[config.mk]
export PLATFORM = sky130hd
export DESIGN_NAME = online_rule_min_max
export DESIGN_NICKNAME = d
export VERILOG_FILES = /design/src/rtl/online_rule_min_max.sv
export SDC_FILE = /design/constraint.sdc
export NUM_CORES = 1
export LEC_CHECK = 0
export ABC_AREA = 1
export CORE_MARGIN = 3
export CORE_UTILIZATION = 29
export DETAILED_ROUTE_END_ITERATION = 6
export DONT_BUFFER_PORTS = 1
export PLACE_DENSITY = 0.42
export SLEW_MARGIN = 15
export SYNTH_ARGS = -nofsm -noshare
export SYNTH_HDL_FRONTEND = slang
export SYNTH_SLANG_ARGS = --single-unit
[constraint.sdc]
create_clock -name clock -period 2.47 [get_ports clock]
set_input_delay 0.494 -clock clock [delete_from_list [all_inputs] [get_ports clock]]
set_output_delay 0.494 -clock clock [all_outputs]
set_load 0.02 [all_outputs]
[src/rtl/online_rule_min_max.sv]
// Digit-serial fuzzy rule evaluation: per-rule online min of two MSB-first
// membership streams, online max across rules, registered 1-cycle output.
module online_rule_min_max #(
  parameter int BIT_COUNT = 8,
  parameter int NUM_RULES = 5,
  parameter int CNT_W     = (BIT_COUNT > 1) ? $clog2(BIT_COUNT) : 1
) (
  input  logic                   clock,
  input  logic                   reset,
  input  logic                   io_start,
  input  logic [2*NUM_RULES-1:0] io_inBits,
  output logic                   io_outResultValid,
  output logic                   io_outResult,
  output logic                   io_done,
  output logic                   io_busy
);

  typedef enum logic {S_IDLE, S_RUN} fsm_t;
  typedef enum logic [1:0] {R_EQ, R_A_LT, R_B_LT} rule_t;

  localparam bit SINGLE_BIT = (BIT_COUNT == 1);

  fsm_t                 state_q, state_d;
  logic [CNT_W-1:0]     cnt_q, cnt_d;
  rule_t                rule_q [NUM_RULES];
  rule_t                rule_d [NUM_RULES];
  rule_t                cur_st [NUM_RULES];
  logic [NUM_RULES-1:0] mask_q, mask_d, min_bits, cand;
  logic                 sample, last, res_bit;
  logic                 valid_q, result_q, done_q;

  always_comb begin
    state_d  = state_q;
    cnt_d    = cnt_q;
    rule_d   = rule_q;
    mask_d   = mask_q;
    min_bits = '0;
    cand     = '1;
    sample   = 1'b0;
    last     = 1'b0;
    res_bit  = 1'b0;

    case (state_q)
      S_IDLE: begin
        sample = io_start;
        last   = io_start && SINGLE_BIT;
        if (io_start && !SINGLE_BIT) begin
          state_d = S_RUN;
          cnt_d   = CNT_W'(1);
        end
      end
      S_RUN: begin
        sample = 1'b1;
        cand   = mask_q;
        if (cnt_q == CNT_W'(BIT_COUNT - 1)) begin
          last    = 1'b1;
          state_d = S_IDLE;
          cnt_d   = '0;
        end else begin
          cnt_d = cnt_q + CNT_W'(1);
        end
      end
      default: state_d = S_IDLE;
    endcase

    // In IDLE the start cycle evaluates from fresh EQ states and a full mask.
    for (int unsigned r = 0; r < NUM_RULES; r++) begin
      cur_st[r] = (state_q == S_IDLE) ? R_EQ : rule_q[r];
      case (cur_st[r])
        R_EQ: begin
          min_bits[r] = io_inBits[2*r] & io_inBits[2*r+1];
          if (sample && (io_inBits[2*r] != io_inBits[2*r+1]))
            rule_d[r] = io_inBits[2*r] ? R_B_LT : R_A_LT;
          else if (sample)
            rule_d[r] = R_EQ;
        end
        R_A_LT: begin
          min_bits[r] = io_inBits[2*r];
          if (sample) rule_d[r] = R_A_LT;
        end
        R_B_LT: begin
          min_bits[r] = io_inBits[2*r+1];
          if (sample) rule_d[r] = R_B_LT;
        end
        default: min_bits[r] = 1'b0;
      endcase
    end

    res_bit = |(min_bits & cand);
    // Pruning only on a 1 result keeps at least one candidate alive.
    if (sample)
      mask_d = res_bit ? (cand & min_bits) : cand;
  end

  always_ff @(posedge clock) begin
    if (reset) begin
      state_q  <= S_IDLE;
      cnt_q    <= '0;
      mask_q   <= '1;
      valid_q  <= 1'b0;
      result_q <= 1'b0;
      done_q   <= 1'b0;
      for (int unsigned r = 0; r < NUM_RULES; r++) rule_q[r] <= R_EQ;
    end else begin
      state_q  <= state_d;
      cnt_q    <= cnt_d;
      mask_q   <= mask_d;
      valid_q  <= sample;
      result_q <= sample & res_bit;
      done_q   <= last;
      for (int unsigned r = 0; r < NUM_RULES; r++) rule_q[r] <= rule_d[r];
    end
  end

  assign io_outResultValid = valid_q;
  assign io_outResult      = result_q;
  assign io_done           = done_q;
  assign io_busy           = (state_q == S_RUN);

endmodule
# Yosys cells after proc, flatten, opt, wreduce, memory -nomap -nowiden
# Cells that the tools add are included.
# classes
addsub	1
n_eq_ne	32
n_mux	39
bitwise_logic	8
reduce_logical	21
# ops
cell	count
two-way mux 2 bit	18
case mux 2 bit (3 select lines)	5
!= test 2 bit (second input constant)	11
AND reduction 4 bit	5
!= test 3 bit (second input constant)	5
case mux 1 bit (3 select lines)	5
nonzero test 3 bit	5
== test 2 x 1 -> 1 bit (second input constant)	5
== test 2 bit (second input constant)	5
zero test 2 bit	5
two-way mux 5 bit	2
bitwise AND 1 bit	6
two-way mux 3 bit	2
case mux 1 bit (2 select lines)	3
case mux 3 bit (2 select lines)	1
bitwise AND 5 bit	1
logical AND 1 bit	5
!= test 1 bit	5
OR reduction 5 bit	1
adder 3 x 1 -> 3 bit (second input constant)	1
== test 3 bit (second input constant)	1
two-way mux 1 bit	3
NOT 1 bit	1
# word_totals
regBits	22
inputBits	13
output_inout_bits	4

# Longest topological paths before layout
# logic_depth
depth_word	6
mapped_depth	14
mapped_depth_nobuf	12

# Worst setup path before layout
# Ideal clock, no wire load.
# synth_timing
kind	register -> register
from	register state_q (netlist: io_busy)
to	register mask_q[1]
setup_ns	0.059
t_arrival_ns	1.838
required_ns	2.411
setup_slack_ns	0.573
path_stages_with_launch	14
n_path_buf	2
period_less_slack_ns	1.897
cell_sequence	dfxtp_1 > buf_6 > buf_2 > nand2_1 > ha_1 > nand2_1 > nand3_1 > nand2_1 > inv_1 > nor2_2 > nand3_1 > nand2_1 > nand2_1 > nand2_1
# synth_via
elab_chain_cells	6
elab_cells_between_ends	31
classes_between	eq/ne: 10; mux: 13; bitwise: 2; reduce/logical: 6
# synth_rtl
element	line_no	source
start: declaration	23	fsm_t state_q, state_d;
start signal: assignment	105	state_q <= state_d;
two-way mux 2 bit	68	cur_st[r] = (state_q == S_IDLE) ? R_EQ : rule_q[r];
== test 2 bit (tied with other cells)	69	case (cur_st[r])
case mux 1 bit (3 select lines)	69	
bitwise AND 5 bit	89, 92	
OR reduction 5 bit	89	res_bit = |(min_bits & cand);
two-way mux 5 bit	92	mask_d = res_bit ? (cand & min_bits) : cand;
end signal: assignment	107	mask_q <= mask_d;
end: declaration	28	logic [NUM_RULES-1:0] mask_q, mask_d, min_bits, cand;
# Several ways; a longest one is shown, not always the timed one.
# A chain may end at the register's enable or synchronous reset.

# Final worst setup path
# layout_timing
from	register state_q (netlist: io_busy)
to	register mask_q[0]
# The elaborated chain is that of the path after synthesis.

==> reports/qor.csv <==
stage,metric,value,unit
logic_synthesis,main combinational cell family by area after synthesis,simple AND/OR/NAND/NOR gates,
logic_synthesis,register bit count reported by yosys,22,
placed_design,count of port buffers added during placement,0,
logic_synthesis,sequential cell area fraction in the yosys report,0.272,
logic_synthesis,post-synthesis share of cell area spent on xor and xnor gates,0,
timing,RSZ-0062 raised after global routing,false,
power_and_ir_drop,maximum vdd drop,226,uV
timing,setup clock skew after layout,9.28,ps
setup_path,highest fanout seen on the critical path,21,
setup_path,RR Endpoint,mask_q[0],
power_and_ir_drop,leakage power of the design,0.908,nW
global_route,first-pass GRT wire length,5970,um
setup_path,cell repeated most along the worst path,sky130_fd_sc_hd__nand2_1,
finish,Layout Area Growth over Synthesis,8.26,%
logic_synthesis,number of standard cells after synthesis,234,
flow_run,maxcap violations,0,
drt,vias per cell,4.47,
setup_path,CP Class,reg2reg,
finish,Diodes inserted,0,
clocking,clock buffer count from CTS,3,
drt,First DRT Iteration DRCs,44,
outcome,status,completed,
logic_synthesis,Post-Synthesis Net Count,274,
clocking,number of sinks driven by the clock tree,22,
timing,Final Setup Violations,0,
clocking,clock latency at the later pin of the worst-skew pair,270,ps
setup_path,reg-to-reg startpoint,io_busy,
clocking,clock-pin transition on the worst setup and hold timing paths,90,ps
finish,"commonest cells after routing, fill and taps aside","sky130_fd_sc_hd__nand2_1 (63), sky130_fd_sc_hd__inv_1 (30), sky130_fd_sc_hd__ha_1 (27)",
clocking,Root Buffer Master,sky130_fd_sc_hd__clkbuf_8,
setup_path,critical path arrival,2070,ps
placed_design,global placer's final weighted congestion,0.709,
drt,post-route antenna net violation count,0,
clocking,count of hold-fix buffers inserted at cts,0,
logic_synthesis,Avg Synthesized Cell Area,6.92,sq um
timing,Final Cycle Share,0.751,
clocking,clock tree from TritonCTS,built,
setup_path,sort of element at the start of the critical path,flop,
logic_synthesis,share of the synthesized area in compound gates (AO/OA/AOI/OAI),0.137,
setup_path,data required time at the worst endpoint,2680,ps
worst_hold_path,hold wc startpoint,reset,
floorplanning,Die Area,6520,sq um
drt,first-pass iteration count of the detailed router,4,
logic_synthesis,area share of and/or/nand/nor cells after synthesis,0.289,
clocking,buffer depth of the longest clock path,2,
global_route,Total GRT Usage,0.118,
floorplanning,Initial Util,0.307,
clocking,number of buffers added for setup after CTS,0,
timing,setup total negative slack,0,ps
floorplanning,number of placement rows,26,
drt,routed wirelength normalized by instance count,11.3,um
drt,Total Wirelength,3420,um
floorplanning,die boundary height,80.7,um
worst_hold_path,class of the most critical hold timing path,in2reg,
setup_path,R2R depth,12,
finish,final layout net count,275,
floorplanning,# IOs,17,
logic_synthesis,Synth Warn #,0,
floorplanning,horizontal die dimension,80.7,um
drt,total via count after detailed routing,1360,
logic_synthesis,Cell variety after synth,26,
logic_synthesis,netlist area before placement,1620,sq um
global_route,largest net degree at the start of global routing,22,
logic_synthesis,fraction of the mapped netlist area in adder cells,0.208,
global_route,number of global-route vias before repair,1305,
setup_path,type of destination of the critical path,flop,
timing,Tmin final,1860,ps
drt,DRC,0,
worst_hold_path,worst hold path depth,1,
timing,transition time at the pin with the least slew margin,387,ps
power_and_ir_drop,power density relative to cell area,502,nW/um^2
floorplanning,core region area,5270,sq um
finish,"commonest non-fill, non-tap cell in the layout",sky130_fd_sc_hd__nand2_1,
setup_path,largest stage delay on the critical path,460,ps
timing,relative max-transition margin,0.741,
timing,Slew Limit Fails,0,
logic_synthesis,multiplexer share of the synthesized area,0,
placed_design,estimated wirelength of the detail-placed design,2570,um
timing,highest achievable clock rate,0.539,GHz
finish,Layout Utilization,0.333,
global_route,total gr overflow,0,
setup_path,cells along the critical path,buf_12 > nand2_1 > ha_1 > nand2_1 > nand3_1 > nand2_1 > nand2_1 > nor2_2 > nand3_1 > nand2_1 > nand2_1 > nand2_1,
worst_hold_path,worst hold endpoint,io_done,
setup_path,reg-to-reg setup timing slack,610,ps
clocking,Max H-tree Level,1,
global_route,initial antenna violation count,0,
finish,share of final-layout standard cells stronger than drive strength 1,0.0684,
timing,final hold violation count,0,
clocking,number of gates resized after cts,0,
power_and_ir_drop,total power draw,881,uW
setup_path,master of the slowest instance on the critical path,sky130_fd_sc_hd__dfxtp_1,
## layout make-up
type	count	area [sq um]
inverters	31	116
clock buffers	4	55.1
repair buffers	2	27.5
fillers	593	3520
multi-input cells	175	1030
well taps	70	87.6
flip-flops and latches	22	440
## sequential cells by signal, indices dropped and copies added (netlist names)
register,flops
io_outResult,1
io_outResultValid,1
io_done,1
rule_q,10
mask_q,5
cnt_q,3
io_busy,1
## report_power, final
group,switching [mW],internal [mW]
Combinational,0.128,0.0763
Clock,0.127,0.142
Sequential,0.0201,0.387
## worst max path at each step
stage / slack [ps] / depth (start not counted) / start / endpoint
floorplan: 570 / 13 / io_busy / mask_q[1]
global placement: 640 / 13 / io_busy / mask_q[0]
detailed placement: 630 / 12 / io_busy / mask_q[2]
CTS: 600 / 12 / io_busy / mask_q[0]
global route: 380 / 12 / io_busy / mask_q[1]
finish: 610 / 12 / io_busy / mask_q[0]
## synth_stat cells (all sizes together)
library cell | instances | area share
dfxtp | 22 | 0.27
nor3 | 1 | 0.0031
clkbuf | 2 | 0.0046
nand2 | 67 | 0.16
inv | 31 | 0.072
ha | 27 | 0.21
o21a | 1 | 0.0046
a211oi | 1 | 0.0046
o21ai | 13 | 0.040
nand3 | 15 | 0.053
nand3b | 2 | 0.0093
a21oi | 17 | 0.055
a31oi | 6 | 0.023
nor2 | 23 | 0.059
o211ai | 2 | 0.0093
buf | 4 | 0.018
## critical path: cells and delay by family (launching register included)
kind	cells	cell delay (ps)
buffers and inverters	1	220
DFF	1	460
adders and majority gates	1	230
and+or+nand+nor	10	890
## layer usage
metal | part of all wire | global-route usage
met5 | 0 | 0
met4 | 0.013 | 0.0355
met1 | 0.50 | 0.153
met3 | 0.039 | 0.0322
met2 | 0.44 | 0.192
## cell families (layout without fill, tap and decap cells)
group | count (synthesis) | count (layout)
buf+inv | 37 | 37
flops | 22 | 22
compound gates | 40 | 40
fa+ha+maj | 27 | 27
simple gates | 108 | 108
## stage by stage
| step | hold slack [ps] | setup slack (ps) | instances | area (sq um) |
|---|---|---|---|---|
| after floorplan | 435 | 573 | 234 | 1620 |
| after CTS | 277 | 598 | 304 | 1750 |
| after global routing | 274 | 379 | 304 | 1750 |
| after detailed placement | 447 | 626 | 300 | 1700 |
| final | 281 | 614 | 304 | 1750 |
| after global placement | 453 | 641 | 300 | 1700 |
(Power assumes the default switching activity.)
